`src/rtl/p4_router_egress_port_adapt.sv`:
```
// Egress port adaptation: frame-boundary port gate, converged-bus to port-width downconverter,
// and saturating per-port frame/byte/drop counters.
module p4_router_egress_port_adapt #(
    parameter int IN_DATA_BYTES  = 64,
    parameter int OUT_DATA_BYTES = 8,
    parameter int COUNTER_WIDTH  = 32
) (
    input  logic                        clk,
    input  logic                        aresetn,
    input  logic                        s_axis_tvalid,
    output logic                        s_axis_tready,
    input  logic [IN_DATA_BYTES*8-1:0]  s_axis_tdata,
    input  logic [IN_DATA_BYTES-1:0]    s_axis_tkeep,
    input  logic                        s_axis_tlast,
    output logic                        m_axis_tvalid,
    input  logic                        m_axis_tready,
    output logic [OUT_DATA_BYTES*8-1:0] m_axis_tdata,
    output logic [OUT_DATA_BYTES-1:0]   m_axis_tkeep,
    output logic                        m_axis_tlast,
    input  logic                        enable,
    input  logic                        cnt_clear,
    output logic                        connected,
    output logic [COUNTER_WIDTH-1:0]    frame_cnt,
    output logic [COUNTER_WIDTH-1:0]    byte_cnt,
    output logic [COUNTER_WIDTH-1:0]    drop_cnt
);

    localparam int R     = IN_DATA_BYTES / OUT_DATA_BYTES;
    localparam int SEG_W = (R > 1) ? $clog2(R) : 1;
    localparam int OW    = OUT_DATA_BYTES * 8;

    generate
        if ((IN_DATA_BYTES % OUT_DATA_BYTES) != 0 || IN_DATA_BYTES < OUT_DATA_BYTES) begin : g_bad_ratio
            $error("IN_DATA_BYTES must be a nonzero multiple of OUT_DATA_BYTES");
        end
    endgenerate

    typedef enum logic [1:0] {IDLE, PASS, DROP} gate_t;

    gate_t                      state, state_nxt;
    logic [IN_DATA_BYTES*8-1:0] buf_data_p1;
    logic [IN_DATA_BYTES-1:0]   buf_keep_p1;
    logic                       buf_last_p1;
    logic                       vld_p1;
    logic [SEG_W-1:0]           seg_idx_p1;
    logic [SEG_W-1:0]           seg_last_p1;
    logic                       seg_final, m_hs, final_hs, s_accept, load;

    // Index of the highest segment carrying any enabled byte (0 when keep is empty).
    function automatic logic [SEG_W-1:0] top_seg(input logic [IN_DATA_BYTES-1:0] keep);
        logic [SEG_W-1:0] t;
        t = '0;
        for (int i = 0; i < R; i++)
            if (|keep[i*OUT_DATA_BYTES +: OUT_DATA_BYTES]) t = SEG_W'(i);
        return t;
    endfunction

    function automatic logic [COUNTER_WIDTH-1:0] sat_add(input logic [COUNTER_WIDTH-1:0] a,
                                                         input logic [COUNTER_WIDTH-1:0] b);
        logic [COUNTER_WIDTH:0] s;
        s = {1'b0, a} + {1'b0, b};
        return s[COUNTER_WIDTH] ? {COUNTER_WIDTH{1'b1}} : s[COUNTER_WIDTH-1:0];
    endfunction

    assign seg_final     = (seg_idx_p1 == seg_last_p1);
    assign m_hs          = vld_p1 && m_axis_tready;
    assign final_hs      = m_hs && seg_final;
    assign m_axis_tvalid = vld_p1;
    assign m_axis_tdata  = buf_data_p1[seg_idx_p1*OW +: OW];
    assign m_axis_tkeep  = buf_keep_p1[seg_idx_p1*OUT_DATA_BYTES +: OUT_DATA_BYTES];
    assign m_axis_tlast  = buf_last_p1 && seg_final;
    assign s_accept      = s_axis_tvalid && s_axis_tready;
    // Empty non-final beats carry nothing to emit and are simply consumed.
    assign load          = s_accept && (state == PASS) && ((|s_axis_tkeep) || s_axis_tlast);

    always_ff @(posedge clk or negedge aresetn) begin
        if (!aresetn) state <= IDLE;
        else          state <= state_nxt;
    end

    always_comb begin
        state_nxt     = state;
        s_axis_tready = 1'b0;
        case (state)
            IDLE: if (s_axis_tvalid) state_nxt = enable ? PASS : DROP;
            PASS: begin
                s_axis_tready = !vld_p1 || final_hs;
                if (s_axis_tvalid && s_axis_tready && s_axis_tlast) state_nxt = IDLE;
            end
            DROP: begin
                s_axis_tready = 1'b1;
                if (s_axis_tvalid && s_axis_tlast) state_nxt = IDLE;
            end
            default: state_nxt = IDLE;
        endcase
    end

    // Gate sampling: enable is only observed between frames.
    always_ff @(posedge clk or negedge aresetn) begin
        if (!aresetn)           connected <= 1'b0;
        else if (state == IDLE) connected <= enable;
    end

    // Stage p1: one-word segment buffer feeding the port.
    always_ff @(posedge clk or negedge aresetn) begin
        if (!aresetn) begin
            buf_data_p1 <= '0;
            buf_keep_p1 <= '0;
            buf_last_p1 <= 1'b0;
            vld_p1      <= 1'b0;
            seg_idx_p1  <= '0;
            seg_last_p1 <= '0;
        end else if (load) begin
            buf_data_p1 <= s_axis_tdata;
            buf_keep_p1 <= s_axis_tkeep;
            buf_last_p1 <= s_axis_tlast;
            vld_p1      <= 1'b1;
            seg_idx_p1  <= '0;
            seg_last_p1 <= top_seg(s_axis_tkeep);
        end else if (final_hs) begin
            vld_p1 <= 1'b0;
        end else if (m_hs) begin
            seg_idx_p1 <= seg_idx_p1 + 1'b1;
        end
    end

    always_ff @(posedge clk or negedge aresetn) begin
        if (!aresetn) begin
            frame_cnt <= '0;
            byte_cnt  <= '0;
            drop_cnt  <= '0;
        end else if (cnt_clear) begin
            frame_cnt <= '0;
            byte_cnt  <= '0;
            drop_cnt  <= '0;
        end else begin
            if (m_hs && m_axis_tlast)
                frame_cnt <= sat_add(frame_cnt, COUNTER_WIDTH'(1));
            if (m_hs)
                byte_cnt <= sat_add(byte_cnt, COUNTER_WIDTH'($countones(m_axis_tkeep)));
            if (state == DROP && s_accept && s_axis_tlast)
                drop_cnt <= sat_add(drop_cnt, COUNTER_WIDTH'(1));
        end
    end

endmodule

```
`config.mk`:
```
export PLATFORM = sky130hd
export DESIGN_NAME = p4_router_egress_port_adapt
export DESIGN_NICKNAME = d
export VERILOG_FILES = /design/src/rtl/p4_router_egress_port_adapt.sv
export SDC_FILE = /design/constraint.sdc
export NUM_CORES = 2
export LEC_CHECK = 0
export CORE_AREA = 2 2 294 296
export DETAILED_ROUTE_END_ITERATION = 10
export DIE_AREA = 0 0 296 298
export HOLD_SLACK_MARGIN = 0.03
export SLEW_MARGIN = 20
export SYNTH_ARGS = -nofsm -noshare
export SYNTH_HDL_FRONTEND = slang
export SYNTH_SLANG_ARGS = --single-unit
```
`constraint.sdc`:
```
create_clock -name clk -period 9.4 [get_ports clk]
set_input_delay 0.94 -clock clk [delete_from_list [all_inputs] [get_ports clk]]
set_output_delay 0.94 -clock clk [all_outputs]
set_load 0.005 [all_outputs]
```
## Word level (Yosys, flattened, before mapping)

Cells that the tools add are included.

| word-level totals | value |
|---|---|
| bits of input ports | 583 |
| output and inout bits | 172 |
| logic and storage cells | 89 |
| register bits | 683 |

| operators by class | value |
|---|---|
| reductions and logical operators | 31 |
| shift-type cells | 2 |
| add/subtract/negate cells | 11 |
| muxes and demuxes | 27 |
| equal/unequal tests | 7 |

Operators with widths:

| kind | count |
|---|---|
| indexed part select 512 x 10 -> 64 bit | 1 |
| two-way mux 32 bit | 9 |
| adder 32 x 1 -> 33 bit, second input constant | 2 |
| OR reduction 64 bit | 1 |
| indexed part select 64 x 7 -> 8 bit | 1 |
| OR reduction 8 bit | 7 |
| adder 32 x 4 -> 33 bit | 1 |
| two-way mux 3 bit | 9 |
| logical AND 1 bit | 12 |
| nonzero test 2 bit | 5 |
| adder 1 x 1 -> 2 bit | 4 |
| two-way mux 2 bit | 4 |
| adder 2 x 2 -> 3 bit | 2 |
| case mux 2 bit (3 select lines) | 1 |
| adder 3 x 3 -> 4 bit | 1 |
| inequality test 2 x 1 -> 1 bit, second input constant | 2 |
| inequality test 2 bit, second input constant | 2 |
| adder 3 x 1 -> 3 bit, second input constant | 1 |
| equality test 3 bit | 1 |
| two-way mux 1 bit | 3 |
| AND reduction 3 bit | 1 |
| equality test 2 x 1 -> 1 bit, second input constant | 1 |
| equality test 2 bit, second input constant | 1 |
| logical NOT 2 bit | 1 |
| other kinds (4) | 5 |

## Logic depth before layout (Yosys ltp)

| logic depth | value |
|---|---|
| depth in word-level cells | 9 |
| mapped depth | 18 |
| gate-level depth less buffers | 14 |

## Least setup slack after synthesis

OpenSTA, ideal clock, no wires.

| timing | value |
|---|---|
| path type | flip-flop to flip-flop |
| start point | reg seg_idx_p1[0] |
| end point | reg byte_cnt[23] |
| setup time | 0.149 ns |
| data required time | 9.251 ns |
| arrival time | 5.412 ns |
| buffers on the path | 3 |
| stages on the path, launching flop included | 18 |
| period minus slack after synthesis | 5.561 ns |
| slack | 3.839 ns |
| path through | dfrtp_1 > clkbuf_1 > buf_2 > buf_2 > mux4_2 > mux2_2 > fa_1 > inv_1 > fa_1 > fa_1 > fa_1 > inv_1 > fa_1 > a21o_1 > a21oi_1 > nor4_1 > nor4b_1 > a211oi_1 |

| between the ends | value |
|---|---|
| cells in the longest elaborated chain, start to end | 8 |
| elaborated cells between the ends (all ways) | 12 |
| those cells by class | add/sub (8); shift (1); mux (3) |

RTL lines:

| what | RTL line | source |
|---|---|---|
| start, declared | 45 | `logic [SEG_W-1:0] seg_idx_p1;` |
| start signal, assigned | 123 | `seg_idx_p1 <= seg_idx_p1 + 1'b1;` |
| indexed part select 64 x 7 -> 8 bit | 70 | `assign m_axis_tkeep = buf_keep_p1[seg_idx_p1*OUT_DATA_BYTES +: OUT_DATA_BYTES];` |
| via m_axis_tkeep[0] | 18 | `output logic [OUT_DATA_BYTES-1:0] m_axis_tkeep,` |
| adder 1 x 1 -> 2 bit (not written as such) | 140 | `byte_cnt <= sat_add(byte_cnt, COUNTER_WIDTH'($countones(m_axis_tkeep)));` |
| adder 2 x 2 -> 3 bit (not written as such) | 140 |  |
| adder 3 x 3 -> 4 bit (not written as such) | 140 |  |
| adder 32 x 4 -> 33 bit | 61 | `s = {1'b0, a} + {1'b0, b};` |
| two-way mux 32 bit | 62 | `return s[COUNTER_WIDTH] ? {COUNTER_WIDTH{1'b1}} : s[COUNTER_WIDTH-1:0];` |
| two-way mux 32 bit | 139 | `if (m_hs)` |
| two-way mux 32 bit | 132 | `end else if (cnt_clear) begin` |
| end signal, assigned | 140 |  |
| end, declared | 24 | `output logic [COUNTER_WIDTH-1:0] byte_cnt,` |

The timed path passes the listed nets, and every way through them passes these cells. The select of a mux whose other input is x is not followed.
A chain may end at the register's enable or synchronous reset.

## Worst setup path in the final report

| timing | value |
|---|---|
| start point | reg seg_idx_p1[1] |
| end point | reg byte_cnt[7] |

| between the ends | value |
|---|---|
| cells in the longest elaborated chain, start to end | 8 |
| elaborated cells between the ends (all ways) | 12 |
| those cells by class | add/sub (8); shift (1); mux (3) |

RTL lines:

| what | RTL line |
|---|---|
| indexed part select 64 x 7 -> 8 bit * | 70 |
| adder 1 x 1 -> 2 bit (not written as such) | 140 |
| adder 2 x 2 -> 3 bit (not written as such) | 140 |
| adder 3 x 3 -> 4 bit (not written as such) * | 140 |
| adder 32 x 4 -> 33 bit * | 61 |
| two-way mux 32 bit * | 62 |
| two-way mux 32 bit * | 139 |
| two-way mux 32 bit * | 132 |

Every way passes the cells marked *; elsewhere a longest branch is shown, timed or not. The select of a mux whose other input is x is not followed.

==> run metrics <==
status finished, final reports clean; CP arrival 6.37 ns; Setup-failing EPs final 0; dpl hpwl 82.0 mm; CTS root buf clkbuf_16; CP Launch Type flip-flop; Worst R2R End byte_cnt[7]$_DFFE_PN0P_; CTS buffer count 80; power per cell area approximately 310 mW/mm2; Die H 298 um; Sw Pwr slightly above 4 mW; #FFs+latches synth roughly 700; Clock transition at path regs approximately 0.06 ns; drt via density 5.47; vias in the first global route around 24k; RSZ-0062 raised after global routing no; CTS sink count just under 700; top post-synthesis cells by count dfrtp_1 (683), mux2_2 (558), mux4_2 (144); initial antenna violation count 57; CP Capture Type flip-flop; Rows 107; share of layout cells above drive strength 1 29.3%; Die Wd around 300 um; synth-to-layout area growth 35.3%; die area 0.0882 mm2; Synth area leaders dfrtp_1 (53%), mux2_2 (20%), mux4_2 (10%); Setup Buffers After CTS 0; Switching Fraction between 30% and 40%; Seq/Total Area, Yosys between 50% and 60%; routed wire length approximately 110 mm; Post-Synthesis Cells 2206; Hold WC Path Type in2async; Total Power roughly 13 mW; PnR worst setup slack 3.55 ns; worst skew pair latency 0.64 ns; number of I/O port buffers about 750; Slew Limit Fails 0; CP required approximately 9.9 ns; largest net degree at the start of global routing 163; Async SR Flop Fraction 100%; final hold vios 0; max_cap viols 0; post-route DRC violation count 0; DRT Pass-1 Iters 5; Yosys top cell area share a little over half; EDFF count, synth 0; LEAKAGE 17.5 nW; via count 22.7k; Final nets approximately 3.5k; Top FF cell, synth dfrtp_1; Tightest Pin Transition roughly 1.1 ns; internal power 9.32 mW; Crit Reg-Reg Startpoint seg_idx_p1[1]$_DFFE_PN0P_; worst reg-to-reg path cell count 13; critical path's most frequent cell fa_1; Clock power frac a little under a quarter; Boundary Pins between 700 and 800; CP startpoint seg_idx_p1[1]$_DFFE_PN0P_; first-pass GRT wire length about 160 mm; dpl ws roughly 3.5 ns; class of the most critical setup path reg2reg; GRT Util Overall between 20% and 30%; grt ovf 0; Syn. warnings 0; Comb pwr share about 40%; Slew headroom around 25%; Post-CTS Resized 0; final cycle utilization of the critical path 62.3%; Max Root-Sink Buffers 3; min cycle time layout slightly below 6 ns; Max Freq between 150 and 200 MHz; mapped cell area 0.0320 mm2; CTS tree done; syn nets approximately 2.8k; r2r setup slk roughly 3.5 ns; slowest cell on the critical path or4_1; DRT iter0 DRCs between 1k and 1.5k; DR WL/cell ~26 um; CP Max Fanout 53; DRT antenna net count 0; crit-path cells buf_4, mux4_2, mux2i_1, fa_1, fa_1, fa_1, inv_1, fa_1, a21o_1, a21oi_1, or4_1, and4_1, nor4_1; Core Util, Final just over 50%; Final Wtd Congestion 0.888; hold buffers post-CTS 0; most frequent cell after synthesis dfrtp_1; WP buf/inv 2; sequential share of power 36.6%; worst setup path end byte_cnt[7]$_DFFE_PN0P_; area of the core about 0.085 mm2; cell accounting for the most synthesized area dfrtp_1; clk_skew a little over 0.03 ns; syn avg cell area between 10 and 15 um2; starting density of the core 37.7%; Worst path max stage delay between 0.8 and 0.9 ns; H-tree levels 3; Crit path max-delay family adder cells; setup TNS 0 ns; critical path depth 13; maximum VDD drop between 0.00015 and 0.0002 V; post-synthesis cell type count 65
==> cell families (layout without fill, tap and decap cells) <==
group	after synthesis	after routing	synth area share, %
AOI/OAI and AO/OA	208	208	4.38
xor gates and xnor gates	7	7	0.191
adders and majority gates	17	17	0.781
buffers and inverters	169	948	2.39
DFF	683	683	53.4
muxes	806	806	33.3
other	0	16	0
and+or+nand+nor	316	316	5.56
==> area by class of cell <==
class	count	area (um2)
Fill cell	7354	41500
Sequential cell	683	17100
Multi-Input combinational cell	1354	14200
Timing Repair Buffer	776	7810
Clock buffer	118	2340
Tap cell	1144	1430
Clock inverter	25	337
Inverter	29	109
Antenna cell	16	40.0
==> layer usage <==
layer	global-route usage [%]	routed length, um	up-vias
li1	-	-	9845
met1	30.3	43200	11762
met2	40.4	52700	787
met3	8.21	9440	220
met4	7.32	3040	64
met5	0	400	-
==> worst reg2reg max path, delay by kind of cell, from the launching register on <==
family	cells	cell delay, ns
AO/OA/AOI/OAI	2	0.31
buffers and inverters	2	0.89
adder cells (fa/ha/maj)	4	1.59
flip-flops	1	0.81
AND/OR/NAND/NOR	3	1.47
multiplexers	2	0.68
==> flip-flops by register name, indices dropped and copies added (netlist names) <==
name	count
connected	1
m_axis_tvalid	1
buf_last_p1	1
byte_cnt	32
buf_data_p1	512
frame_cnt	32
state	2
drop_cnt	32
seg_idx_p1	3
seg_last_p1	3
buf_keep_p1	64
==> stage by stage <==
| step | hold WS, ns | cells | cell area, um2 |
|---|---|---|---|
| 4_1_cts | 0.338 | 4129 | 43300 |
| 6_report | 0.322 | 4145 | 43300 |
| 3_3_place_gp | 0.461 | 3985 | 40600 |
| 3_5_place_dp | 0.469 | 3986 | 40600 |
| 5_1_grt | 0.364 | 4141 | 43300 |
| 2_1_floorplan | 0.452 | 2206 | 32000 |
==> placed cells by master (no fill, tap or decap), types with 9 or more instances in the layout <==
master,n
a41oi_1,9
nand2_1,40
clkdlybuf4s50_1,752
buf_4,15
mux2i_1,17
dfrtp_1,680
nor3_1,34
ha_1,12
clkbuf_16,81
nand3_1,28
a21oi_1,45
inv_1,29
clkbuf_1,20
nand4_1,24
and4_1,22
mux2_1,87
nor2_1,66
nor4_1,24
diode_2,16
mux2_2,558
clkbuf_8,17
clkinv_2,11
and2_1,10
a311oi_1,16
a211oi_1,20
a31oi_1,34
o21ai_0,46
and3_1,34
mux4_2,144
==> power groups by stage <==
stage,combinational [mW],clock [mW],sequential [mW]
4_1_cts,5.45,3.24,4.92
3_3_place_gp,5.32,0,4.88
6_report,5.36,3.16,4.91
2_1_floorplan,3.49,0,4.61
3_5_place_dp,5.41,0,4.97
5_1_grt,5.76,3.34,5.08
==> worst min path at each step <==
stage	from	to	slack [ns]	cells past startpoint
after detailed placement	buf_data_p1[416]$_DFFE_PN0P_	buf_data_p1[416]$_DFFE_PN0P_	0.47	1
after floorplan	buf_data_p1[384]$_DFFE_PN0P_	buf_data_p1[384]$_DFFE_PN0P_	0.45	1
final	aresetn	buf_keep_p1[60]$_DFFE_PN0P_	0.32	1
after CTS	aresetn	buf_keep_p1[49]$_DFFE_PN0P_	0.34	1
after global routing	aresetn	buf_keep_p1[60]$_DFFE_PN0P_	0.36	1
after global placement	buf_data_p1[418]$_DFFE_PN0P_	buf_data_p1[418]$_DFFE_PN0P_	0.46	1
Note: power is estimated with default switching activity, not from simulation.
==> RTL change 1 (same settings) <==
The 3 values of `gate_t` get a one-hot encoding in 3 bits.
--- a/src/rtl/p4_router_egress_port_adapt.sv
+++ b/src/rtl/p4_router_egress_port_adapt.sv
@@ -35,7 +35,7 @@
         end
     endgenerate
 
-    typedef enum logic [1:0] {IDLE, PASS, DROP} gate_t;
+    typedef enum logic [2:0] {IDLE = 3'b001, PASS = 3'b010, DROP = 3'b100} gate_t;
 
     gate_t                      state, state_nxt;
     logic [IN_DATA_BYTES*8-1:0] buf_data_p1;
Formal check against the unedited RTL: same outputs for any inputs over 4 cycles, from zero or initial values and one cycle with aresetn low; so few cycles prove little.
==> RTL change 1 against the unedited design <==
Synthesized area rose by 9.0%; wire length rose by 0.51%; core utilization rose by 2.6 points; sequential cell count rose by 1; critical path type unchanged; final cell count rose by 0.72%; cell area rose by 5.1%; setup slack got worse by 0.35 ns.
Power is not compared: it rests on default switching activity, and its combinational part moved more than twofold at a synthesized area within 25%.
==> RTL change 1: results (changes against the unedited design) <==
| Metric | Value |
|---|---|
| Met2 Resource Use GR | `0.405 (was 0.404)` |
| Crit path arrival time | `6.68 ns (was 6.37 ns)` |
| Iteration-0 DRC Markers | `1385 (was 1423)` |
| Relative slew slack | `0.295 (was 0.253)` |
| GPL Wtd Cong | `0.885 (was 0.888)` |
| Status | `complete, no violations (unchanged)` |
| Number of global-route vias before repair | `24500 (was 24300)` |
| Register Area | `17100 µm² (about the same)` |
| Dpl cell area | `42700 µm² (was 40600 µm²)` |
| Reg-to-Reg End | `byte_cnt[17] (was byte_cnt[7])` |
| Synth area leaders | `dfrtp_1 (49%), mux2_4 (24%), mux4_2 (9.3%) (was dfrtp_1 (53%), mux2_2 (20%), mux4_2 (10%))` |
| Multi-input gate area in the final layout | `16200 µm² (was 14200 µm²)` |
| Most common library cells after synthesis | `dfrtp_1 (683), mux2_4 (556), mux4_2 (144), mux2_2 (92), nor2_1 (75) (was dfrtp_1 (683), mux2_2 (558), mux4_2 (144), mux2_1 (87), nor2_1 (66))` |
| Gr usage total | `0.246 (was 0.245)` |
| Largest net degree at the start of global routing | `159 (was 163)` |
| Crit-path slowest cell | `dfrtp_4 (was or4_1)` |
| Multi-input comb cells | `1363 (was 1354)` |
| Share of cells above drive strength 1 | `0.321 (was 0.293)` |
| Clk tree area frac | `0.0609 (was 0.0617)` |
| Worst R2R Setup Slack | `3.20 ns (was 3.55 ns)` |
| CP max FO | `40 (was 53)` |
| # diodes | `37 (was 16)` |
| GRT met3 Usage | `0.0721 (was 0.0821)` |
| Pre-CTS setup slack | `3.13 ns (was 3.47 ns)` |
| Vias | `22700 (about the same)` |
| Synth Net Count | `2805 (was 2806)` |
-- RTL change 1: per-stage QoR --
stage / total power [mW] / util / instances
6_report: 9.60 / 0.536 / 4175
4_1_cts: 9.71 / 0.535 / 4138
3_3_place_gp: 6.31 / 0.503 / 3990
5_1_grt: 10.0 / 0.536 / 4168
2_1_floorplan: 5.46 / - / 2208
3_5_place_dp: 6.38 / 0.503 / 3990
-- RTL change 1: cells by family (layout without fill, tap and decap cells) --
| logic type | after synthesis | in the layout | share of synthesized area |
|---|---|---|---|
| mux | 801 | 801 | 0.364 |
| flops | 684 | 684 | 0.490 |
| simple gates | 363 | 363 | 0.0571 |
| compound gates | 177 | 177 | 0.0351 |
| buf+inv | 161 | 947 | 0.0448 |
| fa+ha+maj | 14 | 14 | 0.00609 |
| xor+xnor | 8 | 8 | 0.00201 |
| other cells | 0 | 37 | 0 |
-- RTL change 1: power breakdown --
group	internal, mW	total, mW	switching [mW]
Sequential	3.64	4.09	0.453
Clock	1.96	3.27	1.31
Combinational	1.61	2.24	0.629
==> RTL change 2 (config.mk and constraints unchanged) <==
Made on the original files. Change the parameter `COUNTER_WIDTH` from 32 to 48.
--- a/src/rtl/p4_router_egress_port_adapt.sv
+++ b/src/rtl/p4_router_egress_port_adapt.sv
@@ -3,7 +3,7 @@
 module p4_router_egress_port_adapt #(
     parameter int IN_DATA_BYTES  = 64,
     parameter int OUT_DATA_BYTES = 8,
-    parameter int COUNTER_WIDTH  = 32
+    parameter int COUNTER_WIDTH  = 48
 ) (
     input  logic                        clk,
     input  logic                        aresetn,
Interface: changed (resized byte_cnt, drop_cnt and frame_cnt); port bits go from 755 to 803. No check against the original RTL was run, so the function may have changed too.
==> RTL change 2 against the unedited design <==
Setup slack got worse by 0.58 ns; largest cell class unchanged; critical path depth rose by 1; wire length rose by 12%; power fell by 4.4%; non-clock buffer count rose by 49; clock skew fell by 0.0023 ns; sequential share of layout area fell by 0.13 points; critical path type unchanged; cell area rose by 7.4%; synthesized area rose by 8.1%; maximum frequency fell by 9.0%; count of clock-buffer cells in the layout rose by 13; sequential cell count rose by 48; critical endpoint is now byte_cnt[42]; first-iteration DRC count rose by 30%.
==> RTL change 2: results (changes against the unedited design) <==
| Metric | Value |
|---|---|
| Status | `complete, no violations (unchanged)` |
| Cell variety after synth | `62 (was 65)` |
| Initial antenna violation count | `61 (was 57)` |
| Metal3 WL | `11.2 mm (was 9.44 mm)` |
| Dpl cell area | `43700 µm² (was 40600 µm²)` |
| Placed insts | `4358 (was 3986)` |
| Clock Latency Late Sink | `0.66 ns (was 0.64 ns)` |
| Vias | `25700 (was 22700)` |
| Fmax | `0.155 GHz (was 0.171 GHz)` |
| Met1 WL | `45.5 mm (was 43.2 mm)` |
| Final #Nets | `3902 (was 3524)` |
| Reg-to-Reg Start | `seg_idx_p1[0] (was seg_idx_p1[1])` |
| VDD IR max | `0.182 mV (was 0.186 mV)` |
| CTS Buf Count | `85 (was 80)` |
| Drt pass-1 iters | `6 (was 5)` |
| Routed WL per cell | `26.9 µm (was 26.2 µm)` |
| Met2 Resource Use GR | `0.463 (was 0.404)` |
| Number of port buffers | `802 (was 754)` |
| Mapped Cells | `2545 (was 2206)` |
| Worst R2R Setup Slack | `2.97 ns (was 3.55 ns)` |
| GRT met3 Usage | `0.0935 (was 0.0821)` |
| GPL Wtd Cong | `0.902 (was 0.888)` |
| Gr usage total | `0.275 (was 0.245)` |
| Pre-CTS setup slack | `2.94 ns (was 3.47 ns)` |
| HPWL Detailed | `91.5 mm (was 82.0 mm)` |
| Synth Net Count | `3145 (was 2806)` |
[RTL change 2: cell count changes after synthesis, sizes merged, moves of 11 or more]
cell / change
a211oi: +20
nand3: +26
nand2: +30
nor2: +78
clkbuf: +18
dfrtp: +48
nand4: +12
o21a: +13
a311oi: +14
nor4: +19
o21ai: -11
nor3: +50
[RTL change 2: area by class of cell]
| type | count | share of cell area |
|---|---|---|
| Antenna cell | 33 | 0.00177 |
| Multi-Input combinational cell | 1623 | 0.334 |
| Clock buffer | 131 | 0.0544 |
| Timing Repair Buffer | 825 | 0.178 |
| Tap cell | 1144 | 0.0308 |
| Inverter | 36 | 0.00290 |
| Clock inverter | 19 | 0.00462 |
| Sequential cell | 731 | 0.393 |
[RTL change 2: power groups by stage]
stage | logic, mW | registers, mW | clock network (mW)
3_3_place_gp | 4.36 | 5.08 | 0
6_report | 4.44 | 5.11 | 3.28
3_5_place_dp | 4.46 | 5.17 | 0
4_1_cts | 4.50 | 5.12 | 3.36
5_1_grt | 4.76 | 5.28 | 3.50
2_1_floorplan | 2.90 | 4.82 | 0
[RTL change 2: cell families after synthesis]
family,after synthesis,share of synthesized area
AOI/OAI and AO/OA,260,0.0510
xor gates and xnor gates,9,0.00228
adders and majority gates,17,0.00723
buffers and inverters,191,0.0236
DFF,731,0.528
muxes,805,0.308
and+or+nand+nor,532,0.0796
[RTL change 2: worst max-delay path: cells and delay by family (launching register included)]
kind                     cells  cell delay, ns
AND/OR/NAND/NOR              5            2.14
multiplexers                 2            0.86
AO/OA/AOI/OAI                1            0.15
adder cells (fa/ha/maj)      4            1.63
flip-flops                   1            0.73
buffers and inverters        2            0.76
